<file path="src/rtl/regfile_reader_pkg.sv">
// Shared types and defaults for the register-file dump engine.
package regfile_reader_pkg;

  localparam int XLEN_DEF = 32;
  localparam int AW_DEF   = 5;
  localparam int NUM_REGS = 1 << AW_DEF;

  typedef enum logic [2:0] {
    S_IDLE,
    S_FETCH,
    S_EMIT0,
    S_EMIT1,
    S_DONE
  } state_t;

endpackage

</file>
<file path="src/rtl/regfile_reader.sv">
// Streams an inclusive register range out of a two-read-port register file,
// fetching two words per FETCH cycle and emitting them over a valid/ready port.
module regfile_reader
  import regfile_reader_pkg::*;
#(
  parameter int XLEN = XLEN_DEF,
  parameter int AW   = AW_DEF
) (
  input  logic            CLK,
  input  logic            RSTn,
  input  logic            start,
  input  logic [AW-1:0]   first_idx,
  input  logic [AW-1:0]   last_idx,
  output logic [AW-1:0]   rs1,
  output logic [AW-1:0]   rs2,
  input  logic [XLEN-1:0] RFrs1,
  input  logic [XLEN-1:0] RFrs2,
  output logic            out_valid,
  input  logic            out_ready,
  output logic [XLEN-1:0] out_data,
  output logic [AW-1:0]   out_idx,
  output logic            out_last,
  output logic            busy,
  output logic            done,
  output logic            err
);

  state_t          state, state_nxt;
  logic [AW-1:0]   cur, last, cur_inc;
  logic [XLEN-1:0] buf0, buf1;
  logic            range_ok;

  assign cur_inc  = cur + AW'(1);
  assign range_ok = (first_idx <= last_idx);

  always_ff @(posedge CLK or negedge RSTn) begin
    if (!RSTn) state <= S_IDLE;
    else       state <= state_nxt;
  end

  // cur advances by two only after the second word of a pair is taken.
  always_ff @(posedge CLK or negedge RSTn) begin
    if (!RSTn) begin
      cur  <= '0;
      last <= '0;
      buf0 <= '0;
      buf1 <= '0;
      err  <= 1'b0;
    end else begin
      err <= (state == S_IDLE) && start && !range_ok;
      case (state)
        S_IDLE: begin
          if (start && range_ok) begin
            cur  <= first_idx;
            last <= last_idx;
          end
        end
        S_FETCH: begin
          buf0 <= RFrs1;
          buf1 <= RFrs2;
        end
        S_EMIT1: begin
          if (out_ready && (cur_inc != last)) cur <= cur + AW'(2);
        end
        default: ;
      endcase
    end
  end

  always_comb begin
    state_nxt = state;
    rs1       = '0;
    rs2       = '0;
    out_valid = 1'b0;
    out_data  = '0;
    out_idx   = '0;
    out_last  = 1'b0;
    busy      = (state != S_IDLE);
    done      = 1'b0;
    case (state)
      S_IDLE: begin
        if (start && range_ok) state_nxt = S_FETCH;
      end
      S_FETCH: begin
        rs1       = cur;
        rs2       = cur_inc;
        state_nxt = S_EMIT0;
      end
      S_EMIT0: begin
        out_valid = 1'b1;
        out_data  = buf0;
        out_idx   = cur;
        out_last  = (cur == last);
        if (out_ready) state_nxt = (cur == last) ? S_DONE : S_EMIT1;
      end
      S_EMIT1: begin
        out_valid = 1'b1;
        out_data  = buf1;
        out_idx   = cur_inc;
        out_last  = (cur_inc == last);
        if (out_ready) state_nxt = (cur_inc == last) ? S_DONE : S_FETCH;
      end
      S_DONE: begin
        done      = 1'b1;
        state_nxt = S_IDLE;
      end
      default: state_nxt = S_IDLE;
    endcase
  end

endmodule

</file>
<file path="config.mk">
export PLATFORM = sky130hd
export DESIGN_NAME = regfile_reader
export DESIGN_NICKNAME = d
export VERILOG_FILES = /design/src/rtl/regfile_reader_pkg.sv /design/src/rtl/regfile_reader.sv
export SDC_FILE = /design/constraint.sdc
export NUM_CORES = 1
export LEC_CHECK = 0
export CAP_MARGIN = 40
export CORE_UTILIZATION = 47
export DETAILED_ROUTE_END_ITERATION = 7
export GPL_TIMING_DRIVEN = 0
export PLACE_DENSITY = 0.81
export SYNTH_ARGS = -nofsm -noshare
export SYNTH_HDL_FRONTEND = slang
export SYNTH_SLANG_ARGS = --single-unit
export TNS_END_PERCENT = 10
</file>
<file path="constraint.sdc">
create_clock -name CLK -period 2.3 [get_ports CLK]
set_input_delay 0.46 -clock CLK [delete_from_list [all_inputs] [get_ports CLK]]
set_output_delay 0.46 -clock CLK [all_outputs]
set_load 0.005 [all_outputs]
</file>
==> out/qor.csv <==
stage;metric;value;unit
status;status;finished with violations;
status;violated checks;negative setup slack;
clock_network;Longest Clk Path Bufs;2;
clock_network;CTS Sinks;78;
drt;final WL;11.9;mm
drt;first-pass detailed-route iteration total;6;
timing;Slew @ Worst Pin;0.606;ns
power_and_ir_drop;power share of the combinational group;0.593;
die;die width;95.9;um
final_layout;area delta synth->final;46.9;%
synthesis;Async S/R FF share, synth;1.00;
timing;fmax;0.393;GHz
die;num ports;130;
clock_network;CTS H-tree depth;3;
synthesis;Post-synth top flop;dfrtp_1;
clock_network;CTS root buf;clkbuf_8;
timing;Final Hold Vio Count;0;
synthesis;Syn Inst Count;490;
timing;setup ws final;-0.245;ns
final_layout;Finished Cell Area;0.00609;mm2
synthesis;Synthesized Nets;575;
global_route;vias in the first global route;3975;
final_layout;fin nets;729;
drt;routed length on met2;5.89;mm
job;Max-Cap Viols;0;
final_layout;antenna cell count;0;
setup_path;critical path data required time;1.84;ns
drt;vias per cell;5.18;
setup_path;CP Launch Type;flip-flop;
synthesis;Netlist Area Pre-Place;0.00415;mm2
placed_design;placed cells;725;
final_layout;fill count;598;
timing;hold slack final;0.0505;ns
drt;met1 wire length;4.97;mm
drt;top layer in use;met4;
setup_path;slowest library cell on the worst path;dfrtp_1;
setup_path;max incr delay on CP;0.38;ns
placed_design;routability cong.;0.858;
die;die area;0.00920;mm2
setup_path;Crit Path Max Fanout;6;
power_and_ir_drop;Sw Share;0.427;
power_and_ir_drop;Int Pwr;4840;uW
timing;Slew HR;0.596;
worst_hold_path;HP Class;input pin to async pin;
die;Core Area;0.00838;mm2
placed_design;Worst Setup Slack post-DPL;-0.613;ns
synthesis;register area share after synthesis;0.471;
power_and_ir_drop;sequential share of power;0.291;
global_route;initial antenna violation count;0;
placed_design;Post-DP HPWL;8.32;mm
setup_path;crit-path leading delay family;simple AND/OR/NAND/NOR gates;
clock_network;CTS tree;yes;
setup_path;Crit Path Category;flip-flop to output port;
power_and_ir_drop;power per standard cell area;1390;mW/mm2
drt;DRC viols;0;
timing;max-slew violations;0;
final_layout;Multi-input gate area;0.00210;mm2
synthesis;Synthesis Warnings;0;
timing;clock skew;0.00637;ns
drt;WL met3;841;um
setup_path;worst-path cell chain;buf_6, xnor2_2, nand3_1, nor4_4, mux2i_2, nor2_1, buf_2;
global_route;global route total overflow;0;
placed_design;placed cell area;0.00559;mm2
power_and_ir_drop;LEAKAGE;0.00321;uW
timing;RSZ-0062 raised after global routing;yes;
clock_network;Worst-Skew Late Latency;0.36;ns
die;Die Y;95.9;um
final_layout;fin cells;754;
synthesis;Netlist cell types;45;
final_layout;Sequential cell area;0.00195;mm2
synthesis;syn_area_per_cell;8.46;um2
power_and_ir_drop;Clock Power Share;0.116;
synthesis;Seq cells post-synth;78;
drt;routed len/inst;15.8;um
setup_path;crit path DAT;2.08;ns
timing;crit share post-route;1.11;
global_route;gr usage total;0.277;
final_layout;layout cells sized above 1;0.131;
die;effective utilization at floorplan;0.495;
setup_path;worst path buffer plus inverter count;2;
global_route;largest net degree at the start of global routing;43;
timing;setup violators final;8;
die;# rows;33;
drt;Vias;3906;
power_and_ir_drop;Peak supply drop;0.735;mV
clock_network;clock slew at reported path FFs;0.09;ns
power_and_ir_drop;switching power;3610;uW
drt;Initial DRC Count;180;
synthesis;EDFF count, synth;0;
setup_path;Worst setup EP type;output port;
clock_network;TritonCTS buffer count;9;
timing;Final Critical Period;2.54;ns
global_route;first-pass GRT wire length;19.0;mm
clock_network;CTS Hold Bufs;0;
drt;ANT nets after route;0;
placed_design;IO buf count;129;
## metal layers
layer  track usage  vias up
met5             0        -
met4        0.0958        0
met3        0.0458       19
met2         0.470      163
met1         0.358     1854
li1              -     1870
## synth_stat cells (4+ instances only)
master / count / share of area
a21oi_1: 6 / 0.0072
and2_1: 4 / 0.0060
buf_2: 8 / 0.0097
clkbuf_1: 16 / 0.014
dfrtp_1: 78 / 0.47
ha_1: 7 / 0.021
inv_1: 10 / 0.0091
mux2i_1: 35 / 0.084
nand2_1: 203 / 0.18
nand3_1: 6 / 0.0072
nor2_1: 48 / 0.043
nor3_1: 6 / 0.0072
o21ai_0: 5 / 0.0060
o21ai_1: 6 / 0.0072
xnor2_1: 6 / 0.013
xor2_1: 6 / 0.013
## worst register-to-register path, cell delays in order, from the launching register on
cell and delay (ns):
dfrtp_1 0.38, buf_6 0.14, xnor2_2 0.30, nand3_1 0.18, nor4_4 0.38, mux2i_2 0.13
buf_4 0.15, buf_6 0.10, buf_6 0.10, buf_6 0.11, nor3_4 0.17
## per-stage QoR
step	total power [uW]	setup TNS (ns)	utilization
after floorplan	5130	0	-
after global placement	6900	-159.40	0.664
after detailed placement	7080	-13.85	0.667
after CTS	8360	-2.62	0.717
after global routing	9080	-1.59	0.727
final	8450	-0.939	0.727
## power groups by stage
stage | Combinational [uW] | Clock [uW] | Sequential, uW
2_1_floorplan | 2780 | 0 | 2350
3_3_place_gp | 4480 | 0 | 2420
3_5_place_dp | 4610 | 0 | 2470
4_1_cts | 4920 | 987 | 2450
5_1_grt | 5500 | 1050 | 2530
6_report | 5010 | 979 | 2460
## cells by family after synthesis
kind of cell,share of synthesized area
XOR/XNOR,0.0293
multiplexers,0.0935
AND/OR/NAND/NOR,0.282
adder cells (fa/ha/maj),0.0211
flip-flops,0.471
AO/OA/AOI/OAI,0.0540
buffers and inverters,0.0492
## sequential cells by signal, summed over array words and instances, names as in the netlist
signal  count
last        5
state       3
cur         5
buf0       32
buf1       32
err         1
## path summary, 6_finish.rpt
kind                       slack (ns)       end  cells past startpoint     from
hold reg to reg                  0.48   buf0[3]                      2  buf0[3]
setup / recovery                -0.24  out_last                      7   cur[4]
min in group CLK                 0.48   buf0[3]                      2  buf0[3]
hold / removal                   0.05  buf0[25]                      1     RSTn
setup reg to reg                 0.08  state[2]                     10   cur[4]
max in group asynchronous        1.66    cur[1]                      2     RSTn
## cell type report
cell class              instances  share of cell area
clock buffers                   9              0.0203
repair buffers                146               0.234
clock inverters                 7              0.0105
inverters                      10             0.00616
flip-flops and latches         78               0.321
multi-input cells             370               0.345
well taps                     105              0.0216
plain buffers                  29              0.0417
## timing repair
action,CTS,global route
pin swaps,6,4
endpoints found under the setup margin,56,30
resized for setup,95,22
buffers inserted,15,7
## cell usage in the layout (no fill, tap or decap), types with 2 or more instances in the layout
master / instances
buf_2: 2
buf_4: 14
dfrtp_1: 76
clkbuf_1: 10
ha_1: 5
dlygate4sd2_1: 33
mux2_2: 2
dlymetal6s2s_1: 12
nor3_1: 4
nand4_1: 2
nor3_4: 2
clkinvlp_4: 2
clkbuf_2: 2
and2_1: 4
nor2_2: 2
inv_8: 2
clkbuf_8: 10
a21oi_1: 5
nor4_4: 2
o22ai_1: 2
o21ai_0: 3
clkdlybuf4s50_1: 82
nor2_1: 45
inv_6: 2
nand2b_4: 2
xor2_1: 6
xnor2_1: 6
o21ai_1: 7
mux2i_1: 34
dfrtp_2: 2
buf_12: 4
nor3b_1: 2
buf_6: 12
nor2b_4: 2
nand3_1: 5
nand2_1: 203
inv_1: 10
(Power assumes the default switching activity.)
